### config.mk
export PLATFORM = sky130hd
export DESIGN_NAME = fetch_stage_flat
export DESIGN_NICKNAME = d
export VERILOG_FILES = /design/src/rtl/pipeline_pkg.sv /design/src/rtl/fetch_stage_if.sv /design/src/rtl/pc_reg.sv /design/src/rtl/fetch_stage.sv /design/src/flat_wrapper.sv
export SDC_FILE = /design/constraint.sdc
export NUM_CORES = 1
export LEC_CHECK = 0
export CAP_MARGIN = 20
export CORE_ASPECT_RATIO = 2
export CORE_MARGIN = 4
export CORE_UTILIZATION = 45
export DETAILED_ROUTE_END_ITERATION = 6
export PLACE_DENSITY = 0.87
export SYNTH_ARGS = -nofsm -noshare
export SYNTH_HDL_FRONTEND = slang
export SYNTH_SLANG_ARGS = --single-unit
export TNS_END_PERCENT = 30
### constraint.sdc
create_clock -name clk -period 5 [get_ports clk]
set_input_delay 1 -clock clk [delete_from_list [all_inputs] [get_ports clk]]
set_output_delay 1 -clock clk [all_outputs]
set_load 0.02 [all_outputs]
### src/rtl/pipeline_pkg.sv
// Shared pipeline definitions: widths, opcode field position, NOP encoding
// and the fetch-stage state type.
package pipeline_pkg;

    localparam int PC_WIDTH    = 32;
    localparam int INSTR_WIDTH = 16;
    localparam int OPCODE_MSB  = 15;
    localparam int OPCODE_LSB  = 11;
    localparam int OPCODE_W    = OPCODE_MSB - OPCODE_LSB + 1;

    localparam logic [INSTR_WIDTH-1:0] NOP_INSTR  = 16'h0000;
    localparam logic [OPCODE_W-1:0]    HLT_OPCODE = 5'b00001;

    typedef enum logic [1:0] {
        VEC_HI = 2'd0,
        VEC_LO = 2'd1,
        RUN    = 2'd2,
        HALT   = 2'd3
    } fetch_state_t;

    // Sequential successor of a PC; wraps silently at the top of the address space.
    function automatic logic [PC_WIDTH-1:0] pc_incr(input logic [PC_WIDTH-1:0] pc);
        return pc + {{(PC_WIDTH-1){1'b0}}, 1'b1};
    endfunction

endpackage

### src/rtl/fetch_stage_if.sv
// Bundle between the fetch stage and its neighbours: hazard/redirect controls,
// instruction memory port and the F/D buffer feed.
interface fetch_stage_if;
    import pipeline_pkg::*;

    logic                   stall;
    logic                   redirect_valid;
    logic [PC_WIDTH-1:0]    redirect_pc;
    logic [PC_WIDTH-1:0]    imem_addr;
    logic [INSTR_WIDTH-1:0] imem_rdata;
    logic [INSTR_WIDTH-1:0] instruction_out;
    logic [PC_WIDTH-1:0]    PC_out;
    logic                   flush_out;
    logic                   halted;

    modport master (
        input  stall,
        input  redirect_valid,
        input  redirect_pc,
        input  imem_rdata,
        output imem_addr,
        output instruction_out,
        output PC_out,
        output flush_out,
        output halted
    );

    modport slave (
        output stall,
        output redirect_valid,
        output redirect_pc,
        output imem_rdata,
        input  imem_addr,
        input  instruction_out,
        input  PC_out,
        input  flush_out,
        input  halted
    );

endinterface

### src/rtl/pc_reg.sv
// Program counter register with half-word loads for reset-vector fetch,
// full load for redirects, increment and hold.
module pc_reg
    import pipeline_pkg::*;
(
    input  logic                   clk,
    input  logic                   rst_n,
    input  logic                   load_hi,
    input  logic                   load_lo,
    input  logic                   load_full,
    input  logic                   inc,
    input  logic                   hold,
    input  logic [INSTR_WIDTH-1:0] half_in,
    input  logic [PC_WIDTH-1:0]    full_in,
    output logic [PC_WIDTH-1:0]    pc
);

    logic [PC_WIDTH-1:0] pc_r;

    // PC update; a redirect load outranks everything, hold outranks increment
    always_ff @(posedge clk or negedge rst_n) begin
        if (!rst_n) begin
            pc_r <= {PC_WIDTH{1'b0}};
        end else if (load_full) begin
            pc_r <= full_in;
        end else if (load_hi) begin
            pc_r[PC_WIDTH-1 -: INSTR_WIDTH] <= half_in;
        end else if (load_lo) begin
            pc_r[INSTR_WIDTH-1:0] <= half_in;
        end else if (hold) begin
            pc_r <= pc_r;
        end else if (inc) begin
            pc_r <= pc_incr(pc_r);
        end else begin
            pc_r <= pc_r;
        end
    end

    assign pc = pc_r;

endmodule

### src/rtl/fetch_stage.sv
// Fetch stage: boots the PC from the in-memory reset vector, then fetches one
// word per cycle, honouring stalls, redirects and the HLT instruction.
module fetch_stage
    import pipeline_pkg::*;
#(
    parameter logic [PC_WIDTH-1:0] RESET_VEC_ADDR = {PC_WIDTH{1'b0}},
    parameter logic [OPCODE_W-1:0] HLT_OPCODE     = pipeline_pkg::HLT_OPCODE
) (
    input  logic          clk,
    input  logic          rst_n,
    fetch_stage_if.master fs
);

    localparam logic [PC_WIDTH-1:0] VEC_LO_ADDR = RESET_VEC_ADDR + {{(PC_WIDTH-1){1'b0}}, 1'b1};

    fetch_state_t           state_r;
    fetch_state_t           state_nxt_s;
    logic                   load_hi_s;
    logic                   load_lo_s;
    logic                   load_full_s;
    logic                   inc_s;
    logic                   hold_s;
    logic [PC_WIDTH-1:0]    pc_s;
    logic [PC_WIDTH-1:0]    imem_addr_s;
    logic [INSTR_WIDTH-1:0] instr_s;
    logic                   flush_s;
    logic                   halted_s;
    logic [OPCODE_W-1:0]    opcode_s;

    assign opcode_s = fs.imem_rdata[OPCODE_MSB:OPCODE_LSB];

    pc_reg u_pc_reg (
        .clk       (clk),
        .rst_n     (rst_n),
        .load_hi   (load_hi_s),
        .load_lo   (load_lo_s),
        .load_full (load_full_s),
        .inc       (inc_s),
        .hold      (hold_s),
        .half_in   (fs.imem_rdata),
        .full_in   (fs.redirect_pc),
        .pc        (pc_s)
    );

    // State register; reset always restarts the vector fetch
    always_ff @(posedge clk or negedge rst_n) begin
        if (!rst_n) begin
            state_r <= VEC_HI;
        end else begin
            state_r <= state_nxt_s;
        end
    end

    // Next-state, PC control and output muxing
    always_comb begin
        state_nxt_s = state_r;
        load_hi_s   = 1'b0;
        load_lo_s   = 1'b0;
        load_full_s = 1'b0;
        inc_s       = 1'b0;
        hold_s      = 1'b1;
        imem_addr_s = pc_s;
        instr_s     = NOP_INSTR;
        flush_s     = 1'b1;
        halted_s    = 1'b0;
        case (state_r)
            VEC_HI: begin
                imem_addr_s = RESET_VEC_ADDR;
                load_hi_s   = 1'b1;
                hold_s      = 1'b0;
                state_nxt_s = VEC_LO;
            end
            VEC_LO: begin
                imem_addr_s = VEC_LO_ADDR;
                load_lo_s   = 1'b1;
                hold_s      = 1'b0;
                state_nxt_s = RUN;
            end
            RUN: begin
                // The HLT word itself is forwarded; NOPs start the cycle after
                instr_s = fs.imem_rdata;
                flush_s = fs.redirect_valid;
                hold_s  = 1'b0;
                if (fs.redirect_valid) begin
                    load_full_s = 1'b1;
                end else if (fs.stall) begin
                    hold_s = 1'b1;
                end else if (opcode_s == HLT_OPCODE) begin
                    inc_s       = 1'b1;
                    state_nxt_s = HALT;
                end else begin
                    inc_s = 1'b1;
                end
            end
            HALT: begin
                halted_s = 1'b1;
                if (fs.redirect_valid) begin
                    load_full_s = 1'b1;
                    hold_s      = 1'b0;
                    state_nxt_s = RUN;
                end else begin
                    hold_s = 1'b1;
                end
            end
            default: begin
                state_nxt_s = VEC_HI;
            end
        endcase
    end

    assign fs.imem_addr       = imem_addr_s;
    assign fs.instruction_out = instr_s;
    assign fs.PC_out          = pc_s;
    assign fs.flush_out       = flush_s;
    assign fs.halted          = halted_s;

endmodule
### src/flat_wrapper.sv
// flat-port wrapper written by rule: the top's interface ports become plain ports
module fetch_stage_flat import pipeline_pkg::*;
#(
    parameter logic [PC_WIDTH-1:0] RESET_VEC_ADDR = {PC_WIDTH{1'b0}},
    parameter logic [OPCODE_W-1:0] HLT_OPCODE     = pipeline_pkg::HLT_OPCODE
)
  (clk, rst_n, fs_stall, fs_redirect_valid, fs_redirect_pc, fs_imem_rdata, fs_imem_addr, fs_instruction_out, fs_PC_out, fs_flush_out, fs_halted);
  fetch_stage_if fs_i ();
  input  logic clk;
  input  logic rst_n;
  input wire logic [$bits(fs_i.stall)-1:0] fs_stall;
  input wire logic [$bits(fs_i.redirect_valid)-1:0] fs_redirect_valid;
  input wire logic [$bits(fs_i.redirect_pc)-1:0] fs_redirect_pc;
  input wire logic [$bits(fs_i.imem_rdata)-1:0] fs_imem_rdata;
  output wire logic [$bits(fs_i.imem_addr)-1:0] fs_imem_addr;
  output wire logic [$bits(fs_i.instruction_out)-1:0] fs_instruction_out;
  output wire logic [$bits(fs_i.PC_out)-1:0] fs_PC_out;
  output wire logic [$bits(fs_i.flush_out)-1:0] fs_flush_out;
  output wire logic [$bits(fs_i.halted)-1:0] fs_halted;
  assign fs_i.stall = fs_stall;
  assign fs_i.redirect_valid = fs_redirect_valid;
  assign fs_i.redirect_pc = fs_redirect_pc;
  assign fs_i.imem_rdata = fs_imem_rdata;
  assign fs_imem_addr = fs_i.imem_addr;
  assign fs_instruction_out = fs_i.instruction_out;
  assign fs_PC_out = fs_i.PC_out;
  assign fs_flush_out = fs_i.flush_out;
  assign fs_halted = fs_i.halted;
  fetch_stage #(.RESET_VEC_ADDR(RESET_VEC_ADDR), .HLT_OPCODE(HLT_OPCODE)) u_core (.clk(clk), .rst_n(rst_n), .fs(fs_i));
endmodule
==> run metrics <==
proportion of layout cells with a drive suffix above 1=7.49%; worst hold path type=flip-flop to flip-flop; clk sinks=34; CP Max Fanout=8; Total Power=0.00112 W; count of maximum capacitance violations=0; Final Cell Area=~4300 um^2; Final Wtd Congestion=0.927; DRC Markers=1; Tmin final=~3400 ps; Peak Freq=298 MHz; critical path's largest stage delay=610 ps; Nets=519; R2R setup slack=2780 ps; top cells by area, synth=dfrtp_1 30%, and2_1 11%, a22oi_1 4.5%; die width=between 60 and 70 um; Max Clock Skew=just under 5 ps; slowest CP cell=clkdlybuf4s50_1; post-DR wirelength/cell=20.2 um; Area Overhead vs Synth=53.5%; dpl cells=roughly 540; gr usage total=between 20% and 30%; Vias per Instance=between 6 and 7; final count of hold timing violations=0; Worst-Margin Slew=about 1000 ps; GRT overflow=0; synthesized-area fraction occupied by adder cells=less than 1%; antenna violations before repair=0; IO Count=between 100 and 150; register area share after synthesis=between 30% and 40%; most used cell, CP=clkdlybuf4s50_1; row cnt=40; fin crit share=between 60% and 70%; crit-path cells=clkdlybuf4s50_1 -> nand2b_1 -> clkdlybuf4s50_1; largest net degree at the start of global routing=45; Worst Hold Margin=about 580 ps; Final ANT Viol Nets=0; Synth Area in Compound Gates=between 20% and 30%; async set-or-reset flop fraction in the synthesized netlist=between 90% and 100%; Top FF cell, synth=dfrtp_1; clock tree buffer depth=2; Cell Count, Final, Fillers Out=approximately 550; 1st-iter DRT viols=between 300 and 400; unrepaired setup endpoints after global routing=no; Synth Area in XOR/XNOR=around 3.4%; Internal=roughly 0.00073 W; EDFF count, synth=0; cts repair resizes=0; worst rel slew slack=32.1%; first-pass GRT wire length=roughly 18000 um; drt first pass iters=7; Comb power frac=between 30 and 40%; Yosys cell types=57; Synth top area share=a little under a third; run status=complete, but fails checks; CTS tree=built; Die ar.=7650 um^2; Ys Warns=0; Initial Util=46.4%; latest clock arrival within the worst-skew pair=280 ps; Slew Limit Fails=0; Post-Synth Simple-Gate Area=a little over a third; Leak Pwr=1.67 nW; PwrDens=260 nW/um^2; dpl hpwl=between 8000 and 9000 um; Mapped Cells=~350; filler instances=a little under 500; Clock power frac=~28%; Core ar.=approximately 6100 um^2; Max H-tree Level=2; Die Ht=around 120 um; max FFs per register=32; Critical Path Sink Type=primary output; postcts setup bufs=0; vias=3397; Setup Viol. Count Final=0; area leader, netlist=dfrtp_1; Post-Syn Area=2810 um^2; post-synthesis mux area share=~2.1%; TNS Setup=0 ps; Clock Pin Slew Worst Setup and Hold Paths=roughly 50 ps; CP Data Arrival Time=roughly 2400 ps; failing checks=DRC; sw power=0.000394 W; largest family of logic cells by synthesized area=simple AND/OR/NAND/NOR gates; TritonCTS buffer count=5; CP Class=input port to primary output; Critical Path RT=about 4000 ps; final wirelength=between 10000 and 15000 um; Flop pwr share=32.8%; #FFs+latches synth=34; sw frac=around a third; IO Port Bufs=133; placed cell areas=around 4200 um^2; startpoint class of the critical path=input port; Peak VDD IR=~200 uV; Mean Syn Cell Area=8.15 um^2; CTS Root Cell=clkbuf_16; Post-CTS Hold Fix Bufs=0; number of global-route vias before repair=between 3000 and 4000; Mapped Nets=around 400; # diodes=0
[area by class of cell]
type	count	area (um^2)	area share, %
multi-input combinational	283	1820	42.2
clock inverter	1	5.00	0.116
clock buffer	7	143	3.31
inverter	2	7.51	0.174
timing repair buffer	140	1380	32.1
tap	84	105	2.44
sequential	34	851	19.7
[kinds of logic (layout without fill, tap and decap cells)]
logic type	Yosys count	in the layout
mux	6	6
fa+ha+maj	1	1
buf+inv	28	150
compound gates	99	99
xor+xnor	11	11
simple gates	166	166
flops	34	34
[cell usage in the layout (no fill, tap or decap), types with 4 or more instances in the layout]
| cell | instances |
|---|---|
| clkdlybuf4s50_1 | 133 |
| and2_1 | 50 |
| dfrtp_1 | 34 |
| o21ai_0 | 24 |
| nand3_1 | 22 |
| nand2_1 | 20 |
| a21oi_1 | 19 |
| nor2_1 | 18 |
| a22oi_1 | 17 |
| nand4_1 | 8 |
| xnor2_1 | 7 |
| buf_4 | 7 |
| mux2i_1 | 6 |
| a31oi_1 | 6 |
| o211ai_1 | 6 |
| and3_1 | 6 |
| a211oi_1 | 5 |
| nor3_1 | 5 |
| a222oi_1 | 5 |
| clkbuf_16 | 5 |
| and2_2 | 4 |
| and4_1 | 4 |
| xor2_1 | 4 |
| and3_2 | 4 |
[per-layer routing]
layer / up-vias / GRT usage [%] / part of all wire [%]
li1: 1529 / - / -
met1: 1579 / 33.1 / 35
met2: 231 / 50.4 / 52
met3: 58 / 4.68 / 7.6
met4: 0 / 18.0 / 5.9
met5: - / 0 / 0
[metrics by stage]
step,util (%),worst slack [ps]
after floorplan,-,2790
after global placement,68.8,1670
after detailed placement,68.8,1660
after CTS,71.2,1660
after global routing,71.2,1630
final,71.2,1650
[worst max-delay path, delay by kind of cell]
kind	cells	cell delay, ps
buffers and inverters	2	1190
and+or+nand+nor	1	160
[power groups by stage]
stage	registers [W]	logic, W	clock network [W]
2_1_floorplan	0.000389	0.000186	0
3_3_place_gp	0.000369	0.000431	0
3_5_place_dp	0.000370	0.000436	0
4_1_cts	0.000366	0.000439	0.000314
5_1_grt	0.000374	0.000465	0.000327
6_report	0.000368	0.000437	0.000316
[worst paths after layout]
check | startpoint | endpoint | cells past startpoint
hold / removal | u_core.u_pc_reg.pc[13] | u_core.u_pc_reg.pc[13] | 1
hold reg to reg | u_core.u_pc_reg.pc[13] | u_core.u_pc_reg.pc[13] | 1
min in group asynchronous | rst_n | u_core.u_pc_reg.pc[21] | 2
setup / recovery | fs_redirect_valid | fs_flush_out | 3
max in group asynchronous | rst_n | u_core.u_pc_reg.pc[25] | 2
setup reg to reg | u_core.state_r[1] | u_core.u_pc_reg.pc[18] | 5
[cells in the mapped netlist, drive strengths merged (2+ instances only)]
master  instances
a211oi          6
a21oi          19
a222oi          5
a22o            2
a22oi          17
a31oi           6
and2           55
and3           10
and4            7
buf            14
clkbuf         11
dfrtp          34
inv             2
mux2i           6
nand2          21
nand2b          3
nand3          23
nand4           9
nor2           18
nor2b           3
nor3            7
nor4            3
o211ai          6
o21ai          27
o22ai           3
or3             2
or4b            3
xnor2           7
xor2            4
Power figures use the tool's default switching activity.
